$ cat src/rtl/text_overlay_gen.sv
// rtl/text_overlay_gen.sv - on-screen text window renderer with host-written character buffer
//
// Purpose:
//   Holds a COLS x ROWS character buffer written by a host. The buffer is
//   rendered through a built-in 8x16 font ROM as a window at
//   (ORIGIN_X, ORIGIN_Y). Glyphs are scaled by 2^SCALE_LOG2. Each character
//   can blink, and the foreground and background colours come from the
//   switches. Inputs reach rgb_text/text_on four clocks later.
//
// Ports:
//   clk        pixel clock
//   reset      synchronous, active-high
//   video_on   visible-area flag from the sync generator
//   pixel_x    current pixel column (10 bits)
//   pixel_y    current pixel row (10 bits)
//   frame_tick one-cycle pulse per frame, advances the blink counter
//   wr_en      buffer write request, honoured only while wr_ready is high
//   wr_addr    buffer index = line*COLS + col
//   wr_char    7-bit character code
//   wr_blink   blink attribute for the written character
//   wr_ready   high once the post-reset buffer clear has finished
//   switch     [2:0] fg, [5:3] bg, [6] swap fg/bg, [7] blink enable
//   rgb_text   registered 3-bit colour
//   text_on    registered flag: pixel inside the window with video_on high

module text_overlay_gen #(
    parameter int COLS       = 8,
    parameter int ROWS       = 4,
    parameter int ORIGIN_X   = 0,
    parameter int ORIGIN_Y   = 0,
    parameter int SCALE_LOG2 = 0,
    parameter int BLINK_BITS = 5,
    localparam int N         = COLS * ROWS,
    localparam int AW        = (N > 1) ? $clog2(N) : 1
) (
    input  logic          clk,
    input  logic          reset,
    input  logic          video_on,
    input  logic [9:0]    pixel_x,
    input  logic [9:0]    pixel_y,
    input  logic          frame_tick,
    input  logic          wr_en,
    input  logic [AW-1:0] wr_addr,
    input  logic [6:0]    wr_char,
    input  logic          wr_blink,
    output logic          wr_ready,
    input  logic [7:0]    switch,
    output logic [2:0]    rgb_text,
    output logic          text_on
);

    localparam int GLYPH_W = 8 << SCALE_LOG2;
    localparam int GLYPH_H = 16 << SCALE_LOG2;
    localparam int WIN_W   = COLS * GLYPH_W;
    localparam int WIN_H   = ROWS * GLYPH_H;

    // Glyph bitmaps. Row 0 is the most significant byte, and the MSB of
    // each byte is the leftmost pixel.
    localparam logic [127:0] GLYPH_0     = 128'h0000_7CC6_C6CE_DEF6_E6C6_C67C_0000_0000;
    localparam logic [127:0] GLYPH_1     = 128'h0000_1838_7818_1818_1818_187E_0000_0000;
    localparam logic [127:0] GLYPH_A     = 128'h0000_1038_6CC6_C6FE_C6C6_C6C6_0000_0000;
    localparam logic [127:0] GLYPH_B     = 128'h0000_FC66_6666_7C66_6666_66FC_0000_0000;
    localparam logic [127:0] GLYPH_C     = 128'h0000_3C66_C2C0_C0C0_C0C2_663C_0000_0000;
    localparam logic [127:0] GLYPH_SOLID = {128{1'b1}};

    function automatic logic [7:0] f_glyph_row(input logic [127:0] g, input logic [3:0] row);
        // ~row == 15-row selects the byte counted from the LSB end
        return g[{~row, 3'b000} +: 8];
    endfunction

    // Font ROM lookup. Codes without a bitmap render blank, like code 0x00.
    function automatic logic [7:0] f_font(input logic [6:0] code, input logic [3:0] row);
        logic [7:0] w;
        case (code)
            7'h30:   w = f_glyph_row(GLYPH_0, row);
            7'h31:   w = f_glyph_row(GLYPH_1, row);
            7'h41:   w = f_glyph_row(GLYPH_A, row);
            7'h42:   w = f_glyph_row(GLYPH_B, row);
            7'h43:   w = f_glyph_row(GLYPH_C, row);
            7'h7F:   w = f_glyph_row(GLYPH_SOLID, row);
            default: w = 8'h00;
        endcase
        return w;
    endfunction

    // ------------------------------------------------------------------
    // Control FSM: clear every entry after reset, then accept host writes
    // ------------------------------------------------------------------
    typedef enum logic {ST_CLEAR, ST_RUN} state_t;

    state_t          r_state;
    logic [AW-1:0]   r_clr_addr;
    logic            r_wr_ready;

    always_ff @(posedge clk) begin
        if (reset) begin
            r_state    <= ST_CLEAR;
            r_clr_addr <= '0;
            r_wr_ready <= 1'b0;
        end else begin
            case (r_state)
                ST_CLEAR: begin
                    if (r_clr_addr == AW'(N - 1)) begin
                        r_state    <= ST_RUN;
                        r_wr_ready <= 1'b1;
                    end else begin
                        r_clr_addr <= r_clr_addr + 1'b1;
                    end
                end
                ST_RUN:   r_wr_ready <= 1'b1;
                default: begin
                    r_state    <= ST_CLEAR;
                    r_clr_addr <= '0;
                    r_wr_ready <= 1'b0;
                end
            endcase
        end
    end

    assign wr_ready = r_wr_ready;

    // ------------------------------------------------------------------
    // Character buffer {blink, code}: one write port, one synchronous read
    // ------------------------------------------------------------------
    logic [7:0] r_mem [N];
    logic       w_wr_fire;

    assign w_wr_fire = wr_en && r_wr_ready && ({{(32-AW){1'b0}}, wr_addr} < 32'(N));

    always_ff @(posedge clk) begin
        if (r_state == ST_CLEAR) begin
            r_mem[r_clr_addr] <= 8'h00;
        end else if (w_wr_fire) begin
            r_mem[wr_addr] <= {wr_blink, wr_char};
        end
    end

    // ------------------------------------------------------------------
    // Window geometry and addressing (10-bit unsigned)
    // ------------------------------------------------------------------
    logic [9:0]    w_dx, w_dy, w_col, w_line;
    logic          w_win;
    logic [AW-1:0] w_idx;
    logic [3:0]    w_row;
    logic [2:0]    w_bit;

    always_comb begin
        w_dx   = pixel_x - 10'(ORIGIN_X);
        w_dy   = pixel_y - 10'(ORIGIN_Y);
        w_win  = (pixel_x >= 10'(ORIGIN_X)) && (pixel_y >= 10'(ORIGIN_Y)) &&
                 ({22'b0, w_dx} < 32'(WIN_W)) && ({22'b0, w_dy} < 32'(WIN_H));
        w_col  = w_dx >> (3 + SCALE_LOG2);
        w_line = w_dy >> (4 + SCALE_LOG2);
        // Outside the window the index is parked at 0 so the read never
        // leaves the buffer; the result is masked by win downstream anyway.
        w_idx  = w_win ? (AW'(w_line) * AW'(COLS) + AW'(w_col)) : '0;
        w_row  = 4'(w_dy >> SCALE_LOG2);
        w_bit  = 3'(w_dx >> SCALE_LOG2);
    end

    // ------------------------------------------------------------------
    // Render pipeline: E1 geometry, E2 buffer, E3 font, E4 colour
    // ------------------------------------------------------------------
    logic          r1_vid, r1_win;
    logic [AW-1:0] r1_idx;
    logic [3:0]    r1_row;
    logic [2:0]    r1_bit;

    logic          r2_vid, r2_win;
    logic [7:0]    r2_data;
    logic [3:0]    r2_row;
    logic [2:0]    r2_bit;

    logic          r3_vid, r3_win, r3_blink;
    logic [7:0]    r3_font;
    logic [2:0]    r3_bit;

    always_ff @(posedge clk) begin
        if (reset) begin
            r1_vid   <= 1'b0;
            r1_win   <= 1'b0;
            r1_idx   <= '0;
            r1_row   <= '0;
            r1_bit   <= '0;
            r2_vid   <= 1'b0;
            r2_win   <= 1'b0;
            r2_data  <= '0;
            r2_row   <= '0;
            r2_bit   <= '0;
            r3_vid   <= 1'b0;
            r3_win   <= 1'b0;
            r3_blink <= 1'b0;
            r3_font  <= '0;
            r3_bit   <= '0;
        end else begin
            r1_vid   <= video_on;
            r1_win   <= w_win;
            r1_idx   <= w_idx;
            r1_row   <= w_row;
            r1_bit   <= w_bit;

            r2_vid   <= r1_vid;
            r2_win   <= r1_win;
            r2_data  <= r_mem[r1_idx];
            r2_row   <= r1_row;
            r2_bit   <= r1_bit;

            r3_vid   <= r2_vid;
            r3_win   <= r2_win;
            r3_blink <= r2_data[7];
            r3_font  <= f_font(r2_data[6:0], r2_row);
            r3_bit   <= r2_bit;
        end
    end

    // ------------------------------------------------------------------
    // Blink counter
    // ------------------------------------------------------------------
    logic [BLINK_BITS-1:0] r_frame_cnt;

    always_ff @(posedge clk) begin
        if (reset) begin
            r_frame_cnt <= '0;
        end else if (frame_tick) begin
            r_frame_cnt <= r_frame_cnt + 1'b1;
        end
    end

    // ------------------------------------------------------------------
    // Colour stage; switch is used live here rather than pipelined
    // ------------------------------------------------------------------
    logic       w_font_bit, w_hide, w_lit, w_show;
    logic [2:0] w_fg, w_bg;

    always_comb begin
        // bit 0 is the leftmost pixel, which is the font word's MSB
        w_font_bit = r3_font[~r3_bit];
        w_hide     = switch[7] && r3_blink && r_frame_cnt[BLINK_BITS-1];
        w_lit      = w_font_bit && !w_hide;
        w_fg       = switch[6] ? switch[5:3] : switch[2:0];
        w_bg       = switch[6] ? switch[2:0] : switch[5:3];
        w_show     = r3_vid && r3_win;
    end

    always_ff @(posedge clk) begin
        if (reset || (r_state == ST_CLEAR)) begin
            rgb_text <= 3'b000;
            text_on  <= 1'b0;
        end else begin
            rgb_text <= w_show ? (w_lit ? w_fg : w_bg) : 3'b000;
            text_on  <= w_show;
        end
    end

endmodule
$ cat config.mk
export PLATFORM = sky130hd
export DESIGN_NAME = text_overlay_gen
export DESIGN_NICKNAME = d
export VERILOG_FILES = /design/src/rtl/text_overlay_gen.sv
export SDC_FILE = /design/constraint.sdc
export NUM_CORES = 1
export LEC_CHECK = 0
export BUFFER_PORTS_ARGS = -buffer_cell sky130_fd_sc_hd__buf_2
export CAP_MARGIN = 20
export CORE_UTILIZATION = 55
export DETAILED_ROUTE_END_ITERATION = 8
export HOLD_SLACK_MARGIN = 0.03
export PLACE_DENSITY = 0.79
export SLEW_MARGIN = 5
export SYNTH_ARGS = -nofsm -noshare
export SYNTH_HDL_FRONTEND = slang
export SYNTH_SLANG_ARGS = --single-unit
$ cat constraint.sdc
create_clock -name clk -period 3.6 [get_ports clk]
set_input_delay 0.72 -clock clk [delete_from_list [all_inputs] [get_ports clk]]
set_output_delay 0.72 -clock clk [all_outputs]
set_load 0.02 [all_outputs]
==> impl_metrics.tcl <==
set metrics [dict create \
    syn_inst 729 \
    grt_pass1_vias 7086 \
    post_cts_buffers 0 \
    avgViaCountPerCell 6.62 \
    area_growth_pct 12.5 \
    synthDistinctLibCells 63 \
    cp-start-kind "flip-flop" \
    pre_cts_ws_ns 0.501 \
    peakVddDrop_uv 298 \
    ys_seq_area_share_pct 69.7 \
    final_core_util_pct 63.3 \
    worst_ep_arrival_time_ns 3.20 \
    insertedDiodeCount 0 \
    path_cells "and3_1 -> mux2i_1 -> nor2b_1 -> nand2_1 -> nor2_1" \
    cts.repair.resized 0 \
    layout_setup_ws_ns 0.581 \
    slew_headroom_pct 46.1 \
    cts_tree "yes" \
    drive_above_1_share_pct 22.8 \
    drv_slew 0 \
    tightestPinTransition_ns 0.806 \
    async_reset_ff_share_pct 0 \
    final_common_cell "edfxtp_1" \
    status "finished clean" \
    critPathRequiredTime_ns 3.78 \
    setup_viol 0 \
    drt-total-wl_um 30200 \
    powerDensity_nw_per_um2 516 \
    synth-edff-count 256 \
    finClkSkew_ns 0.0154 \
    setup_tns_ns 0 \
    drt_iter0_markers 866 \
    stdcell_count 1102 \
    holdPathStages 2 \
    cp_slowest_stage_delay_ns 0.67 \
    rsz0062_at_grt "false" \
    die_h_um 154 \
    worst_r2r_path_depth 5 \
    cp_num_buf_inv 0 \
    nNetsFinal 843 \
    synth.cell_area_sq_um 12800 \
    cts_hold_buffers 0 \
    synth.avg_cell_area_sq_um 17.5 \
    min_period_ns 3.02 \
    htree_levels 1 \
    layout_common_cells "edfxtp_1 (256), mux4_2 (62), nor2_1 (59), dfxtp_1 (59), buf_2 (50)" \
    p_leak_nw 4.21 \
    start_util_pct 56.3 \
    crit_cells 5 \
    dpl.cell_count 1045 \
    grt_pass1_wl_um 44700 \
    cts-buffers-inserted 30 \
    path_delay_family "simple AND/OR/NAND/NOR gates" \
    die_w_um 154 \
    final-hold-violation-count 0 \
    synth_ff_type "edfxtp_1" \
    clk_latency_ns 0.55 \
    grt_max_degree 42 \
    antenna_found_initial 1 \
    path_max_fanout 13 \
    dp_hpwl_um 19300 \
    fillers 1517 \
    crit_path_end_kind "flip-flop" \
    cap_viol_max_count 0 \
    ctsRootBufferMaster "clkbuf_16" \
    core_area_sq_um 22700 \
    synth_seq_cells 317 \
    clock-sinks 317 \
    cts_buffer_depth 3 \
    gp_congestion 0.961 \
    max_freq_mhz 331 \
    period_share_pct 83.9 \
    yosys_warnings 0 \
    std_cell_rows 55 \
    grt_usage_pct 25.8 \
    path_class "flip-flop to flip-flop" \
    io_buffer_count 50 \
    wl_per_cell_um 27.4 \
    pin_count 51 \
    worstHoldPathType "primary input to flip-flop" \
    firstDrtPassIters 7 \
    antenna_left 0 \
    crit_path_top_delay_cell "nor2_1" \
    total_power_mw 7.42 \
    dieArea_sq_um 23900 \
    overflow 0 \
    vias 7291 \
    syn_nets 779 \
    path_clk_slew_ns 0.07 \
    drc 0 \
]
## synthesized netlist by cell type, types with 3 or more instances
cell      count  area share [%]
o21ai_0      18            0.70
xor2_1        5            0.34
o21a_1        3            0.18
buf_2         6            0.23
nand4_1       4            0.20
o211ai_1      4            0.23
xnor2_1       4            0.27
inv_1         5            0.15
o31ai_1       3            0.18
buf_6         4            0.35
mux4_1       20             4.1
nor3_1        8            0.31
mux2i_1       6            0.47
a22oi_1       4            0.23
nor4_1        6            0.29
a21oi_1      18            0.70
a31oi_1       4            0.20
edfxtp_1    256              60
mux4_2       62              11
nor2_1       59             1.7
clkbuf_1     19            0.56
ha_1          4            0.39
a22o_1        8            0.55
nor2b_1      28             1.4
and2_1       14            0.69
and3_1        7            0.34
buf_1         6            0.18
nand3_1      10            0.39
dfxtp_1      61             9.6
buf_4         3            0.18
a21o_1        3            0.18
nand2_1      28            0.82
## logic make-up after synthesis
logic type,after synthesis,synth area share (%)
flip-flops,317,69.7
AND/OR/NAND/NOR,179,7.34
multiplexers,89,15.6
AO/OA/AOI/OAI,86,4.65
buffers and inverters,45,1.71
XOR/XNOR,9,0.617
adder cells (fa/ha/maj),4,0.392
## registers in the layout (all words and copies together) (netlist names)
register	cells
r_mem	256
r2_data	8
r3_font	8
r1_idx	5
r_clr_addr	5
r_frame_cnt	5
r1_row	4
r2_row	4
r1_bit	3
r2_bit	3
r3_bit	3
rgb_text	3
r1_vid	1
r1_win	1
r2_vid	1
r2_win	1
r3_blink	1
r3_vid	1
r3_win	1
r_state	1
text_on	1
wr_ready	1
## per-stage QoR
step	hold slack (ns)	cell area (sq um)
finish	0.364	14400
detailed placement	0.433	13400
CTS	0.346	14400
global placement	0.429	13400
global route	0.356	14400
floorplan	0.414	12800
## final cells by class
cell class	count	area [sq um]	area share, %
clock buffers	35	769	5.35
well taps	285	357	2.48
multi-input cells	367	3650	25.4
flip-flops and latches	317	8910	62.0
inverters	6	22.5	0.157
repair buffers	71	449	3.12
clock inverters	21	219	1.52
## metal layers
| metal | vias up | global-route usage [%] | part of all wire (%) |
|---|---|---|---|
| met1 | 3655 | 35.8 | 39 |
| li1 | 3061 | - | - |
| met2 | 502 | 41.4 | 48 |
| met5 | - | 0 | 0.060 |
| met4 | 2 | 8.06 | 2.9 |
| met3 | 71 | 5.30 | 10 |
## worst reg2reg max path, stage by stage (launching register included)
cell and delay [ns]:
dfxtp_1 0.54, and3_1 0.56, mux2i_1 0.49, nor2b_1 0.22
nand2_1 0.17, nor2_1 0.67
## worst paths after layout
check             slack, ns          end       start
setup reg to reg       0.58  r_mem[5][2]     r_state
hold reg to reg        0.44       r2_win      r1_win
setup / recovery       0.58  r_mem[5][2]     r_state
hold / removal         0.36    r1_idx[2]  pixel_x[5]
## report_power, final
part	internal [mW]	switching [mW]	total [mW]	leakage, nW
logic	0.101	0.140	0.241	1.26
registers	3.97	0.0516	4.02	2.49
clock network	1.82	1.34	3.16	0.468
total	5.89	1.53	7.42	4.21
Note: power is estimated with default switching activity, not from simulation.
